<file path="config.mk">
export PLATFORM = sky130hd
export DESIGN_NAME = frame_check
export DESIGN_NICKNAME = d
export VERILOG_FILES = /design/src/rtl/frame_check.sv
export SDC_FILE = /design/constraint.sdc
export NUM_CORES = 1
export LEC_CHECK = 0
export BUFFER_PORTS_ARGS = -buffer_cell sky130_fd_sc_hd__buf_2
export CORE_AREA = 10 10 94 96
export DETAILED_ROUTE_END_ITERATION = 8
export DIE_AREA = 0 0 104 106
export PLACE_DENSITY = 0.77
export SYNTH_ARGS = -nofsm -noshare
export SYNTH_HDL_FRONTEND = slang
export SYNTH_SLANG_ARGS = --single-unit
</file>
<file path="constraint.sdc">
create_clock -name aclk -period 3.74 [get_ports aclk]
set_input_delay 0.187 -clock aclk [delete_from_list [all_inputs] [get_ports aclk]]
set_output_delay 0.187 -clock aclk [all_outputs]
set_load 0.03 [all_outputs]
</file>
<file path="src/rtl/frame_check.sv">
// Receive-side frame checker: aligns to the K28.5K28.5 comma word and verifies the fixed
// 4-word test frame, reporting lock state, good-frame count and word-error count.
module frame_check #(
  parameter int unsigned LOCK_FRAMES = 4,
  parameter int unsigned LOSS_FRAMES = 4,
  parameter int unsigned ERR_W       = 16,
  parameter int unsigned FRM_W       = 32
) (
  input  logic             aclk,
  input  logic             aresetn,
  input  logic             rx_ready,
  input  logic [15:0]      rx_data,
  input  logic [1:0]       rx_is_k,
  input  logic             clr_cnt,
  output logic             locked,
  output logic             comma_seen,
  output logic [FRM_W-1:0] frame_cnt,
  output logic [ERR_W-1:0] err_cnt
);

  localparam int unsigned MaxFrames = (LOCK_FRAMES > LOSS_FRAMES) ? LOCK_FRAMES : LOSS_FRAMES;
  localparam int unsigned CNT_W     = $clog2(MaxFrames + 1);
  localparam logic [CNT_W-1:0] LockCnt = CNT_W'(LOCK_FRAMES);
  localparam logic [CNT_W-1:0] LossCnt = CNT_W'(LOSS_FRAMES);

  typedef enum logic [1:0] {StHunt, StVerify, StLocked} state_e;

  state_e           r_state, w_state_d;
  logic [1:0]       r_idx, w_idx_d;
  logic [CNT_W-1:0] r_good, w_good_d;
  logic [CNT_W-1:0] r_bad, w_bad_d;
  logic             r_frm_bad, w_frm_bad_d;
  logic             r_comma, w_comma_d;
  logic [FRM_W-1:0] r_frame_cnt, w_frame_cnt_d;
  logic [ERR_W-1:0] r_err_cnt, w_err_cnt_d;

  logic [15:0] w_exp;
  logic        w_match;
  logic        w_comma;

  always_comb begin
    w_exp = 16'h0000;
    unique case (r_idx)
      2'd0: w_exp = 16'h5854;
      2'd1: w_exp = 16'h4034;
      2'd2: w_exp = 16'h23A7;
      2'd3: w_exp = 16'hBCBC;
      default: w_exp = 16'h0000;
    endcase
  end

  assign w_comma = (rx_data == 16'hBCBC) && (rx_is_k == 2'b11);
  assign w_match = (rx_data == w_exp) && (rx_is_k == ((r_idx == 2'd3) ? 2'b11 : 2'b00));

  always_comb begin
    w_state_d     = r_state;
    w_idx_d       = r_idx;
    w_good_d      = r_good;
    w_bad_d       = r_bad;
    w_frm_bad_d   = r_frm_bad;
    w_frame_cnt_d = r_frame_cnt;
    w_err_cnt_d   = r_err_cnt;
    w_comma_d     = w_comma;

    if (!rx_ready) begin
      w_state_d   = StHunt;
      w_idx_d     = 2'd0;
      w_good_d    = '0;
      w_bad_d     = '0;
      w_frm_bad_d = 1'b0;
    end else begin
      unique case (r_state)
        StHunt: begin
          if (w_comma) begin
            w_state_d = StVerify;
            w_idx_d   = 2'd0;
            w_good_d  = '0;
          end
        end
        StVerify: begin
          w_idx_d = r_idx + 2'd1;
          if (!w_match) begin
            w_state_d = StHunt;
            w_idx_d   = 2'd0;
            w_good_d  = '0;
          end else if (r_idx == 2'd3) begin
            if (r_good + CNT_W'(1) == LockCnt) begin
              w_state_d   = StLocked;
              w_good_d    = '0;
              w_bad_d     = '0;
              w_frm_bad_d = 1'b0;
            end else begin
              w_good_d = r_good + CNT_W'(1);
            end
          end
        end
        StLocked: begin
          w_idx_d = r_idx + 2'd1;
          if (!w_match && !(&r_err_cnt)) w_err_cnt_d = r_err_cnt + ERR_W'(1);
          if (r_idx == 2'd3) begin
            w_frm_bad_d = 1'b0;
            if (r_frm_bad || !w_match) begin
              if (r_bad + CNT_W'(1) == LossCnt) begin
                w_state_d = StHunt;
                w_idx_d   = 2'd0;
                w_good_d  = '0;
                w_bad_d   = '0;
              end else begin
                w_bad_d = r_bad + CNT_W'(1);
              end
            end else begin
              w_frame_cnt_d = r_frame_cnt + FRM_W'(1);
              w_bad_d       = '0;
            end
          end else begin
            w_frm_bad_d = r_frm_bad | ~w_match;
          end
        end
        default: w_state_d = StHunt;
      endcase
    end

    // Clear beats any same-cycle increment.
    if (clr_cnt) begin
      w_frame_cnt_d = '0;
      w_err_cnt_d   = '0;
    end
  end

  always_ff @(posedge aclk or negedge aresetn) begin
    if (!aresetn) begin
      r_state     <= StHunt;
      r_idx       <= 2'd0;
      r_good      <= '0;
      r_bad       <= '0;
      r_frm_bad   <= 1'b0;
      r_comma     <= 1'b0;
      r_frame_cnt <= '0;
      r_err_cnt   <= '0;
    end else begin
      r_state     <= w_state_d;
      r_idx       <= w_idx_d;
      r_good      <= w_good_d;
      r_bad       <= w_bad_d;
      r_frm_bad   <= w_frm_bad_d;
      r_comma     <= w_comma_d;
      r_frame_cnt <= w_frame_cnt_d;
      r_err_cnt   <= w_err_cnt_d;
    end
  end

  assign locked     = (r_state == StLocked);
  assign comma_seen = r_comma;
  assign frame_cnt  = r_frame_cnt;
  assign err_cnt    = r_err_cnt;

endmodule
</file>
## Yosys cells after proc, flatten, opt, wreduce, memory -nomap -nowiden

Index checks and enable logic that the tools add are counted.

- Bits in registers: 60
- Input port bits: 22

- $add $sub $neg: 5
- Equal/unequal tests: 23
- Mux-type cells: 50
- Bitwise logic cells: 2
- Reductions and logical operators: 20

Operator list:

| kind | number |
|---|---|
| $mux W32 | 5 |
| $mux W16 | 4 |
| $pmux W16 S4 | 1 |
| $mux W3 | 15 |
| $add A32 B1 Y32 const B | 1 |
| $mux W2 | 15 |
| $add A16 B1 Y16 const B | 1 |
| $eq A16 B16 Y1 | 1 |
| $eq A16 B16 Y1 const B | 1 |
| $reduce_and A16 Y1 | 1 |
| $ne A3 B3 Y1 const B | 4 |
| $pmux W2 S3 | 2 |
| $reduce_and A6 Y1 | 2 |
| $ne A3 B2 Y1 const B | 3 |
| $pmux W3 S3 | 1 |
| $eq A2 B2 Y1 const B | 4 |
| $ne A4 B4 Y1 const B | 2 |
| $reduce_and A4 Y1 | 2 |
| $reduce_bool A2 Y1 | 4 |
| $add A3 B1 Y3 const B | 2 |
| $eq A3 B3 Y1 const B | 2 |
| $pmux W3 S2 | 1 |
| $mux W1 | 5 |
| $reduce_and A5 Y1 | 1 |
| 15 further kinds | 20 |

## Logic depth before layout (Yosys ltp)

- Depth after elaboration: 11
- Depth in mapped cells: 11
- Mapped depth without buffers: 8

## Worst setup path before layout

Ideal clock, no wire load.

- Path kind: register to register
- Start: register r_idx[0]
- End: register r_bad[2]
- Arrival: 2676 ps
- Required time: 3674 ps
- Setup slack: 998 ps
- Stages on the path, launching flop included: 10
- Buffers on the path: 1
- Path through: dfrtp_1 > inv_1 > ha_1 > or3b_2 > a22o_1 > or4_1 > buf_2 > or4_1 > a21oi_1 > a22o_1

- Word-level cells in the longest chain between the ends: 10

RTL lines:

| element | line | source |
|---|---|---|
| start: declaration | 29 | `logic [1:0] r_idx, w_idx_d;` |
| start signal: assignment | 142 | `r_idx <= w_idx_d;` |
| $eq A2 B2 Y1 (tied with other cells) | -- |  |
| $pmux W16 S4 or $mux W2 (tied branches) | 43, 53 |  |
| $eq A16 B16 Y1 or $eq A2 B2 Y1 (tied branches) | 53 | `assign w_match = (rx_data == w_exp) && (rx_is_k == ((r_idx == 2'd3) ? 2'b11 : 2'b00));` |
| $logic_and A1 B1 Y1 | 53 |  |
| $logic_not A1 Y1 | 102 | `if (r_frm_bad \|\| !w_match) begin` |
| $logic_or A1 B1 Y1 | 102 |  |
| $mux W3 | 102 |  |
| $mux W3 | 100 | `if (r_idx == 2'd3) begin` |
| $pmux W3 S2 | 72 | `unique case (r_state)` |
| $mux W3 | 65 | `if (!rx_ready) begin` |
| end signal: assignment | 144 | `r_bad <= w_bad_d;` |
| end: declaration | 31 | `logic [CNT_W-1:0] r_bad, w_bad_d;` |

Several ways; a longest one is shown, not always the timed one. The select of a mux whose other input is x is not followed.
A chain may end at the register's enable or synchronous reset.

## Final worst setup path

Same ends and word-level chain as after synthesis.

==> results.md <==
* Std cell rows at 31
* Fin nets at 514
* Crit path capture type: register
* Die Span X at 104 um
* Reg-to-reg endpoint: r_bad[2]
* Max Cap Viol at 0
* Worst EP required at 4.03 ns
* Setup tns final at 0 ns
* Worst Path Arrival at 3.42 ns
* R2R Setup Slk at 0.60 ns
* Yosys warns at 0
* Total GRT Usage at 17.2%
* Yosys reg bits at 60
* Crit-path cells: inv_1, ha_1, or3b_2, a22o_1, or4_1, or4_1, a21oi_1, a22o_1
* Number of enable flip-flop cells after synthesis at 0
* Routed len/inst at 16.3 um
* Final Max Tran Viols at 0
* Netlist cell types at 54
* WP depth at 8
* Die ar. at 11,000 sq um
* Cells after Synth at 409
* Clock power share at 48.4%
* 1st-pass router iterations at 5
* Mean Syn Cell Area at 9.07 sq um
* CTS tree: done
* R2R cell count at 8
* Post-route DRC at 0
* Vias in the first global route at 3,322
* Peak supply drop at 0.207 mV
* Post-Synth XOR/XNOR Area at 6.61%
* Hold depth at 3
* Hold EP: r_good[2]
* Post-Synth Adder-Cell Area at 5.06%
* Synth Area in Simple Gates at 28.5%
* CTS Buf Count at 9
* Largest family of logic cells by synthesized area: simple AND/OR/NAND/NOR gates
* Power share of the combinational group at 4.4%
* Detailed Place HPWL at 6.84 mm
* Final hold vios at 0
* Fmax achieved at 319 MHz
* Initial DRC count at 200
* Post-synthesis mux area share at 1.75%
* Sequential share of the synthesized area at 40.5%
* CP Launch Type: register
* Largest net degree at the start of global routing at 53
* WP buf/inv at 1
* Slew headroom at 37.1%
* P_int at 0.00106 W
* Hold_sp: rx_ready
* CTS Sinks at 60
* Synth Flop Type: dfrtp_1
* Multi-input gate area at 2100 sq um
* RePlAce Congestion at 0.935
* # fillers at 632
* I/O Pins at 72
* Core area at 7060 sq um
* Skew final at 0.0119 ns
* Run status: completed
* DRT antenna net count at 0
* Hold_ws at 0.205 ns
* Hold/Removal Path Class: in2reg
* Initial antenna violation count at 0
* Switch Pwr at 0.000313 W
* Clock buffer depth at 2
* Synth Area in Compound Gates at 14.4%
* First-pass GRT wire length at 16.0 mm
* CP top delay family: simple AND/OR/NAND/NOR gates
* Part of the power in registers at 47.3%
* Crit path max fanout at 14
* # H-tree levels at 3
* CP max stage delay at 0.69 ns
* Critical path's slowest cell: or4_1
* Cell Area, Placed at 4150 sq um
* Buffers on Ports at 71
* Sw Ratio at 22.8%
* RSZ-0062 raised after global routing: no
* Count of final setup violators at 0
* Vias at 3,445
* Ys async rst share at 100%
* Final wirelength at 9.50 mm
* Clk slew on worst S/H paths at 0.07 ns
* Die Span Y at 106 um
* Root Driver: clkbuf_8
* DR vias/cell at 5.93
* Slew of the pin with the lowest slew margin at 0.943 ns
* Antenna Cells at 0
* Leakage at 1.94 nW
* Reg2reg start: r_idx[0]
* Reg area at 1500 sq um
* Syn_nets at 446
* Clk Latency, worst-skew pair at 0.35 ns
* Critical setup path kind: reg2reg
* Grt ovf at 0
* Post-route cell area at 4370 sq um
* P per Cell Area at 314 nW/um^2
* Starting Density at 52.6%
* Share of layout cells above drive strength 1 at 21.4%
* Area Overhead vs Synth at 17.8%
* Post-CTS sizing at 0
* Min Tclk post-route at 3.14 ns
* Post-Syn Area at 3710 sq um
* Final worst-path cycle share at 83.9%
power groups by stage:
stage	Clock, W	Combinational, W	Sequential, W
2_1_floorplan	0	0.0000239	0.000662
3_3_place_gp	0	0.0000586	0.000663
3_5_place_dp	0	0.0000597	0.000663
4_1_cts	0.000673	0.0000607	0.000650
5_1_grt	0.000699	0.0000670	0.000650
6_report	0.000665	0.0000600	0.000650
synthesized netlist by cell type (3+ instances only):
library cell	number	area share [%]
dfrtp_1	60	40
nor2_1	37	3.7
nand3_1	28	3.8
nand2_1	24	2.4
o21ai_0	23	3.1
a21oi_1	22	3.0
nand4_1	19	3.2
xnor2_1	16	3.8
ha_1	15	5.1
xor2_1	12	2.8
or3_1	11	1.9
clkbuf_1	10	1.0
inv_1	10	1.0
or4_1	10	2.0
nor3_1	9	1.2
nor2b_1	8	1.3
nor4_1	8	1.3
and2_1	7	1.2
o31ai_1	7	1.4
a31oi_1	6	1.0
and4_1	6	1.4
buf_2	6	0.81
a211oi_1	4	0.81
mux2_2	4	1.2
nor3b_1	4	0.81
a21o_1	3	0.61
a22o_1	3	0.71
nand3b_1	3	0.61
what timing repair did:
item | in CTS | in global routing
setup buffers | 0 | 0
hold buffers | 1 | 0
endpoints found under the hold margin | 25 | 0
state kept, by name (all words and copies together), names as in the netlist:
signal / cells
frame_cnt: 32
err_cnt: 16
r_bad: 3
r_good: 3
r_idx: 2
r_state: 2
comma_seen: 1
r_frm_bad: 1
logic make-up (layout without fill, tap and decap cells):
kind of cell,count (synthesis),in the layout
adder cells (fa/ha/maj),15,15
multiplexers,6,6
flip-flops,60,60
buffers and inverters,28,101
AO/OA/AOI/OAI,83,83
AND/OR/NAND/NOR,189,189
XOR/XNOR,28,28
stage by stage:
step	instances	util, %	total power [W]	worst slack (ns)
after floorplan	409	-	0.000686	0.998
after global placement	564	58.7	0.000721	0.731
after detailed placement	564	58.7	0.000722	0.616
after CTS	581	61.9	0.00138	0.624
after global routing	581	61.9	0.00142	0.387
final	581	61.9	0.00138	0.602
layout by cell type (no fill, tap or decap), drive strengths merged, types with 15 or more instances in the layout:
| cell type | n |
|---|---|
| a21oi | 22 |
| buf | 74 |
| dfrtp | 60 |
| ha | 15 |
| nand2 | 24 |
| nand3 | 28 |
| nand4 | 19 |
| nor2 | 37 |
| o21ai | 23 |
| xnor2 | 16 |
tightest hold or removal path: cells and delay by family:
| kind | cells | cell delay (ns) |
|---|---|---|
| and+or+nand+nor | 1 | 0.08 |
| buffers and inverters | 1 | 0.16 |
| AOI/OAI and AO/OA | 1 | 0.08 |
per-layer routing:
layer	part of all wire [%]	up-vias	GRT usage [%]
li1	-	1644	-
met5	0	-	0
met3	5.8	16	5.31
met1	45	1682	21.3
met2	48	103	27.7
met4	1.6	0	6.36
final cells by class:
type                    count  share of cell area (%)
flip-flops and latches     60                    34.3
well taps                  99                    2.83
inverters                  10                   0.858
multi-input cells         321                    48.1
clock inverters             4                    1.66
repair buffers             75                    8.87
clock buffers              12                    3.32
worst max path at each step:
stage | startpoint | to | slack, ns
after floorplan | r_idx[0] | r_bad[2] | 1.0
after global placement | r_idx[0] | r_bad[2] | 0.73
after detailed placement | r_idx[0] | r_bad[2] | 0.62
after CTS | r_idx[0] | r_idx[0] | 0.62
after global routing | r_idx[0] | r_idx[0] | 0.39
final | r_idx[0] | r_bad[2] | 0.60
(Power assumes the default switching activity.)
